--- src/rtl/riscv_pkg.sv ---
// Shared hazard-tracking types: scoreboard entry layout, forwarding select codes
// and the writer-match helper used by the hazard unit.
package riscv_pkg;

    localparam int REG_AW_DEF = 5;

    localparam int FWD_RF = 0;
    localparam int FWD_M  = 1;
    localparam int FWD_W  = 2;

    // Unused source fields are stored as x0 so that a match on them is impossible.
    typedef struct packed {
        logic                  valid;
        logic                  we;
        logic                  is_load;
        logic [REG_AW_DEF-1:0] rd;
        logic [REG_AW_DEF-1:0] rs1;
        logic [REG_AW_DEF-1:0] rs2;
    } hazard_entry_t;

    function automatic logic writer_match(input hazard_entry_t e,
                                          input logic [REG_AW_DEF-1:0] rs);
        return e.valid && e.we && (e.rd == rs) && (rs != '0);
    endfunction

endpackage

--- src/rtl/hazard_scoreboard.sv ---
// DEPTH-entry shift register of in-flight instructions after decode (0=E, 1=M, ...).
// A bubble is inserted at entry 0 when decode is stalled, flushed or empty.
module hazard_scoreboard
    import riscv_pkg::*;
#(
    parameter int DEPTH = 3
) (
    input  logic                      clk,
    input  logic                      rst,
    input  logic                      bubble,
    input  hazard_entry_t             din,
    output hazard_entry_t [DEPTH-1:0] ent
);

    hazard_entry_t [DEPTH-1:0] ent_q;

    always_ff @(posedge clk or posedge rst) begin
        if (rst) begin
            ent_q <= '0;
        end else begin
            ent_q[0] <= bubble ? hazard_entry_t'('0) : din;
            for (int k = 1; k < DEPTH; k++)
                ent_q[k] <= ent_q[k-1];
        end
    end

    assign ent = ent_q;

endmodule

--- src/rtl/hazard_unit.sv ---
// Pipeline hazard controller: forwarding selects, load-use/interlock stalls, branch
// flushes and saturating event counters. HAZARD_FORWARD_EN enables forwarding.
module hazard_unit
    import riscv_pkg::*;
#(
    parameter int REG_AW = REG_AW_DEF,
    parameter int DEPTH  = 3,
    parameter int CNT_W  = 32,
    localparam int FWD_W = $clog2(DEPTH)
) (
    input  logic              clk,
    input  logic              rst,
    input  logic              dec_valid,
    input  logic [REG_AW-1:0] dec_rs1,
    input  logic [REG_AW-1:0] dec_rs2,
    input  logic              dec_rs1_used,
    input  logic              dec_rs2_used,
    input  logic [REG_AW-1:0] dec_rd,
    input  logic              dec_we,
    input  logic              dec_is_load,
    input  logic              br_taken_e,
    output logic              stall_f,
    output logic              stall_d,
    output logic              flush_d,
    output logic              flush_e,
    output logic [FWD_W-1:0]  fwd_a_e,
    output logic [FWD_W-1:0]  fwd_b_e,
    output logic [CNT_W-1:0]  stall_cnt,
    output logic [CNT_W-1:0]  flush_cnt
);

    hazard_entry_t [DEPTH-1:0] ent;
    hazard_entry_t             dec_ent;
    logic [REG_AW_DEF-1:0]     rs1_d, rs2_d;
    logic                      hazard;
    logic [FWD_W-1:0]          fwd_a, fwd_b;
    logic                      unused_ent;

    assign rs1_d = dec_rs1_used ? REG_AW_DEF'(dec_rs1) : '0;
    assign rs2_d = dec_rs2_used ? REG_AW_DEF'(dec_rs2) : '0;

    always_comb begin
        dec_ent         = '0;
        dec_ent.valid   = 1'b1;
        dec_ent.we      = dec_we && (dec_rd != '0);
        dec_ent.is_load = dec_is_load;
        dec_ent.rd      = REG_AW_DEF'(dec_rd);
        dec_ent.rs1     = rs1_d;
        dec_ent.rs2     = rs2_d;
    end

    hazard_scoreboard #(.DEPTH(DEPTH)) u_sb (
        .clk    (clk),
        .rst    (rst),
        .bubble (flush_e || !dec_valid),
        .din    (dec_ent),
        .ent    (ent)
    );

`ifdef HAZARD_FORWARD_EN
    // Only a load sitting in E can't be forwarded in time; every other producer bypasses.
    always_comb begin
        hazard = dec_valid && ent[0].is_load &&
                 (writer_match(ent[0], rs1_d) || writer_match(ent[0], rs2_d));
        fwd_a  = FWD_W'(FWD_RF);
        fwd_b  = FWD_W'(FWD_RF);
        if (ent[0].valid) begin
            // Scan oldest to youngest so the youngest matching producer wins.
            for (int k = DEPTH - 1; k >= 1; k--) begin
                if (!(k == FWD_M && ent[k].is_load)) begin
                    if (writer_match(ent[k], ent[0].rs1)) fwd_a = FWD_W'(k);
                    if (writer_match(ent[k], ent[0].rs2)) fwd_b = FWD_W'(k);
                end
            end
        end
    end
`else
    // Without bypass, wait until the producer reaches W (register file write-through).
    always_comb begin
        hazard = 1'b0;
        for (int k = 0; k < DEPTH - 1; k++)
            if (writer_match(ent[k], rs1_d) || writer_match(ent[k], rs2_d))
                hazard = 1'b1;
        hazard = hazard && dec_valid;
        fwd_a  = FWD_W'(FWD_RF);
        fwd_b  = FWD_W'(FWD_RF);
    end
`endif

    assign unused_ent = ^ent;

    assign stall_d = hazard && !br_taken_e && !rst;
    assign stall_f = stall_d;
    assign flush_d = br_taken_e && !rst;
    assign flush_e = stall_d || flush_d;
    assign fwd_a_e = rst ? '0 : fwd_a;
    assign fwd_b_e = rst ? '0 : fwd_b;

    always_ff @(posedge clk or posedge rst) begin
        if (rst) begin
            stall_cnt <= '0;
            flush_cnt <= '0;
        end else begin
            if (stall_d && (stall_cnt != '1))
                stall_cnt <= stall_cnt + CNT_W'(1);
            if (br_taken_e && (flush_cnt != '1))
                flush_cnt <= flush_cnt + CNT_W'(1);
        end
    end

endmodule

--- config.mk ---
export PLATFORM = sky130hd
export DESIGN_NAME = hazard_unit
export DESIGN_NICKNAME = d
export VERILOG_FILES = /design/src/rtl/riscv_pkg.sv /design/src/rtl/hazard_scoreboard.sv /design/src/rtl/hazard_unit.sv
export SDC_FILE = /design/constraint.sdc
export NUM_CORES = 1
export LEC_CHECK = 0
export BUFFER_PORTS_ARGS = -buffer_cell sky130_fd_sc_hd__clkbuf_2
export CAP_MARGIN = 20
export CORE_MARGIN = 3
export CORE_UTILIZATION = 45
export CTS_BUF_LIST = sky130_fd_sc_hd__clkbuf_2 sky130_fd_sc_hd__clkbuf_4 sky130_fd_sc_hd__clkbuf_8
export DETAILED_ROUTE_END_ITERATION = 8
export PLACE_DENSITY = 0.67
export SLEW_MARGIN = 20
export SYNTH_ARGS = -nofsm -noshare
export SYNTH_HDL_FRONTEND = slang
export SYNTH_HIERARCHICAL = 1
export SYNTH_SLANG_ARGS = --single-unit
--- constraint.sdc ---
create_clock -name clk -period 4.65 [get_ports clk]
set_input_delay 0.6975 -clock clk [delete_from_list [all_inputs] [get_ports clk]]
set_output_delay 0.6975 -clock clk [all_outputs]
set_load 0.05 [all_outputs]
# After elaboration in Yosys (flattened, before gate mapping)
# Index checks and enable logic that the tools add are counted.
dict set report totals {
  out_inout_bits 72
  elab_cells 48
  regBits 78
  input_bits 23
}
dict set report classes {
  n_eq_ne 6
  add_sub_neg 2
  reduce_logical 27
  muxes 5
}
# operator n
set op_table {}
lappend op_table {{$add 32x1->32 const B} 2}
lappend op_table {{$ne 32x32->1 const B} 2}
lappend op_table {{$eq 5x5->1} 4}
lappend op_table {{$mux 18} 1}
lappend op_table {{$logic_and 1x1->1} 17}
lappend op_table {{$reduce_bool 5->1} 3}
lappend op_table {{$mux 5} 2}
lappend op_table {{$logic_or 1x1->1} 4}
lappend op_table {{$logic_not 1->1} 3}
lappend op_table {{$mux 1} 2}

# Depth between registers and ports, before layout
dict set report depth {
  word_depth 13
  depth_mapped 10
  depth_no_buf 8
}

# Modules after synthesis
# The synthesis kept the hierarchy.
# mod seq_area_each_um2 cells_per_inst area_each_um2 instances
set modules_own_cells {}
lappend modules_own_cells {hazard_unit 1601.5 358 3597.2 1}
lappend modules_own_cells {hazard_scoreboard 1351.3 74 1483.9 1}

# Least setup slack after synthesis
# OpenSTA, ideal clock, no wires.
dict set report synth_path {
  path_kind {input to output}
  from {in dec_rs2_used}
  to {out flush_e}
  t_arrival_ns 2.585
  required_ns 3.953
  setup_slack_ns 1.367
  path_stages 8
  path_buffers 1
  path_cell_list {buf_6 -> nand3_4 -> a2111oi_4 -> o2111a_1 -> a41oi_2 -> o21ai_2 -> nor2_1 -> inv_1}
}
dict set report synth_between {
  elab_chain_len 11
  elab_cells_between_ends 16
  classes_between {2 x eq/ne; 3 x mux; 11 x reduce/logical}
}
# element line
set synth_rtl {}
lappend synth_rtl {{start, declared} hazard_unit.sv:17} ;# input logic dec_rs2_used,
lappend synth_rtl {{$mux 5 (*)} hazard_unit.sv:40} ;# assign rs2_d = dec_rs2_used ? REG_AW_DEF'(dec_rs2) : '0;
lappend synth_rtl {{$eq 5x5->1} riscv_pkg.sv:23} ;# return e.valid && e.we && (e.rd == rs) && (rs != '0);
lappend synth_rtl {{$logic_and 1x1->1 (2 in series)} riscv_pkg.sv:23}
lappend synth_rtl {{$logic_or 1x1->1} hazard_unit.sv:82} ;# if (writer_match(ent[k], rs1_d) || writer_match(ent[k], rs2_d))
lappend synth_rtl {{$mux 1} hazard_unit.sv:82}
lappend synth_rtl {{$mux 1 (*)} hazard_unit.sv:82}
lappend synth_rtl {{$logic_and 1x1->1 (*)} hazard_unit.sv:84} ;# hazard = hazard && dec_valid;
lappend synth_rtl {{$logic_and 1x1->1 (*) (2 in series)} hazard_unit.sv:92} ;# assign stall_d = hazard && !br_taken_e && !rst;
lappend synth_rtl {{named net stall_d} hazard_unit.sv:23} ;# output logic stall_d,
lappend synth_rtl {{$logic_or 1x1->1 (*)} hazard_unit.sv:95} ;# assign flush_e = stall_d || flush_d;
lappend synth_rtl {{end, declared} hazard_unit.sv:25} ;# output logic flush_e,
# Mark *: on every way through the listed nets, which the timed path passes. The rest lies on a longest branch.

# Worst setup path after layout
dict set report layout_path {
  from {in dec_rs2_used}
  to {out flush_e}
}
dict set report layout_between {
  elab_chain_len 11
  elab_cells_between_ends 16
  classes_between {2 x eq/ne; 3 x mux; 11 x reduce/logical}
}
# element line
set layout_rtl {}
lappend layout_rtl {{$mux 5 (*)} hazard_unit.sv:40}
lappend layout_rtl {{$eq 5x5->1} riscv_pkg.sv:23}
lappend layout_rtl {{$logic_and 1x1->1 (2 in series)} riscv_pkg.sv:23}
lappend layout_rtl {{$logic_or 1x1->1} hazard_unit.sv:82}
lappend layout_rtl {{$mux 1} hazard_unit.sv:82}
lappend layout_rtl {{$mux 1 (*)} hazard_unit.sv:82}
lappend layout_rtl {{$logic_and 1x1->1 (*)} hazard_unit.sv:84}
lappend layout_rtl {{$logic_and 1x1->1 (*) (2 in series)} hazard_unit.sv:92}
lappend layout_rtl {{$logic_or 1x1->1 (*)} hazard_unit.sv:95}
# Every way passes the cells marked *; elsewhere a longest branch is shown, timed or not.

==> results.md <==
* Hold WC Path Type: in2async
* Post-CTS setup buffer count at 0
* CP Data Arrival Time at 2520 ps
* 1st-iter DRT viols at 51
* TritonCTS clock tree: built
* Fin. Hold Viols at 0
* Worst setup path class: in2out
* Post-route cell area at 4620 um^2
* Cell-internal power at 0.986 mW
* Final max-slew violation count at 0
* Fin Clk Skew at 11.6 ps
* WL final at 8.01 mm
* Remaining antenna violation count at 0
* Antenna diodes at 0
* CP Capture Type: output port
* Cell count of the worst reg-to-reg path at 8
* 1st-pass router iterations at 4
* Final Setup Violations at 0
* Die area at 9950 um^2
* Initial antenna violation count at 0
* Layout area overhead at 16.8%
* Gpl congestion at 0.816
* Die Span X at 99.7 um
* Share of cells above drive strength 1 at 0.254
* Fill cell count at 771
* Achievable frequency at 310 MHz
* Largest net degree at the start of global routing at 51
* Post-Syn Area per Cell at 10.6 um^2
* Avg WL per Cell at 14.0 um
* DRC Markers at 0
* Die Y-Extent at 99.7 um
* Reg power frac at 0.522
* Mapped Area at 3950 um^2
* Final nets at 488
* Clock share of power at 0.301
* Total GRT Usage at 0.170
* Core Box Area at 8380 um^2
* Total net switching power at 0.466 mW
* DP Area at 4450 um^2
* Cells after DPL at 557
* Slew margin rel. at 0.461
* Period utilization at 0.693
* Total CTS buffers at 9
* Setup tns final at 0 ps
* Global-route wire length before repair at 13.8 mm
* Worst path required time at 3950 ps
* CP Max Fanout at 8
* Max-cap violations at 0
* RSZ-0062 raised after global routing: no
* Placement Setup Slack at 1430 ps
* Avg Vias per Cell at 5.13
* HPWL Detailed at 6.03 mm
* Final worst slack at 1430 ps
* Gate power share at 0.177
* Max Buffers Root-to-Sink at 2
* Synth Warn # at 6
* Net Sw Frac at 0.321
* Clock sinks at 78
* Max IR drop VDD at 355 uV
* Pwr Density at 314 nW/um^2
* Hold_buf cts at 0
* Tightest Pin Transition at 807 ps
* Setup slack, reg-to-reg at 2060 ps
* Via Count at 2,942
* H-tree Lvls at 3
* Worst skew pair latency at 330 ps
* Num ports at 95
* Syn Inst Count at 373
* Crit path launch type: input port
* Number of global-route vias before repair at 2,994
* Initial Util at 0.472
* P_leak at 2.20 nW
* Post-cts resize count at 0
* Status: complete, no violations
* Worst-path clk slew at 80 ps
* Root buf cell: clkbuf_8
* Rows at 33
* Final cell count without fillers at 573
* Fin crit period at 3220 ps
* Fin util at 0.551
* Total congestion overflow at 0
* IO buf count at 89
==> flip-flops by register name, summed over array words and instances, names as in the netlist <==
signal and cells:
flush_cnt 32, stall_cnt 32, u_sb/ent 14
==> power groups by stage <==
stage	clock network (mW)	registers (mW)	logic (mW)
3_3_place_gp	0	0.769	0.259
4_1_cts	0.459	0.757	0.262
2_1_floorplan	0	0.866	0.101
3_5_place_dp	0	0.771	0.262
6_report	0.437	0.757	0.258
5_1_grt	0.492	0.767	0.280
==> metrics by stage <==
stage	total power, mW	hold WS, ps
after detailed placement	1.03	361
after global placement	1.03	362
after global routing	1.54	386
after CTS	1.48	355
after floorplan	0.967	353
final	1.45	360
==> worst max-delay path: stages <==
cell       delay [ps]
clkbuf_2          150
a21o_1            220
a2111oi_4         280
o2111a_1          250
a41oi_2            70
o21ai_2           390
nor2_1            120
inv_1              70
clkbuf_2          270
==> per-layer routing <==
metal | up-vias | track usage | wire (um)
li1 | 1467 | - | -
met1 | 1405 | 0.223 | 3650
met2 | 62 | 0.277 | 3890
met3 | 8 | 0.0435 | 361
met4 | 0 | 0.0557 | 113
met5 | - | 0 | 0
==> path summary, 6_finish.rpt <==
kind	endpoint	from
worst max register to register	stall_cnt[29]$_DFFE_PP0P_	stall_cnt[0]$_DFFE_PP0P_
worst max-delay path	flush_e	dec_rs2_used
max in group asynchronous	stall_cnt[23]$_DFFE_PP0P_	rst
worst min register to register	u_sb/ent[35]$_DFF_PP0_	u_sb/ent[17]$_DFF_PP0_
worst min-delay path	flush_cnt[10]$_DFFE_PP0P_	rst
min in group clk	u_sb/ent[35]$_DFF_PP0_	u_sb/ent[17]$_DFF_PP0_
==> layout by cell type (no fill, tap or decap), drive strengths merged, types with 2 or more instances in the layout <==
cell and count:
o21a 2, mux2 2, and4bb 3, dfrtp 78, clkbuf 99, o21ai 3, and3 14, o32ai 3
inv 8, and4 7, conb 5, nor2 25, nor4b 2, nand4 19, xor2 19, xnor2 57
nand3 30, nand2 32, nor3b 3, clkinvlp 2, nor3 10, nor4bb 2, a21oi 2, nor2b 9
a31oi 3, ha 2, clkinv 4, and2 7
==> cell type report <==
type                            instances  area, um^2  share of cell area
Inverter                                8        30.0             0.00650
Sequential cell                        78        1950               0.423
Timing Repair Buffer                   90         453              0.0980
Clock inverter                          6        38.8             0.00840
Multi-Input combinational cell        276        1880               0.408
Tap cell                              105         131              0.0284
Clock buffer                           10         131              0.0284
(Power assumes the default switching activity.)
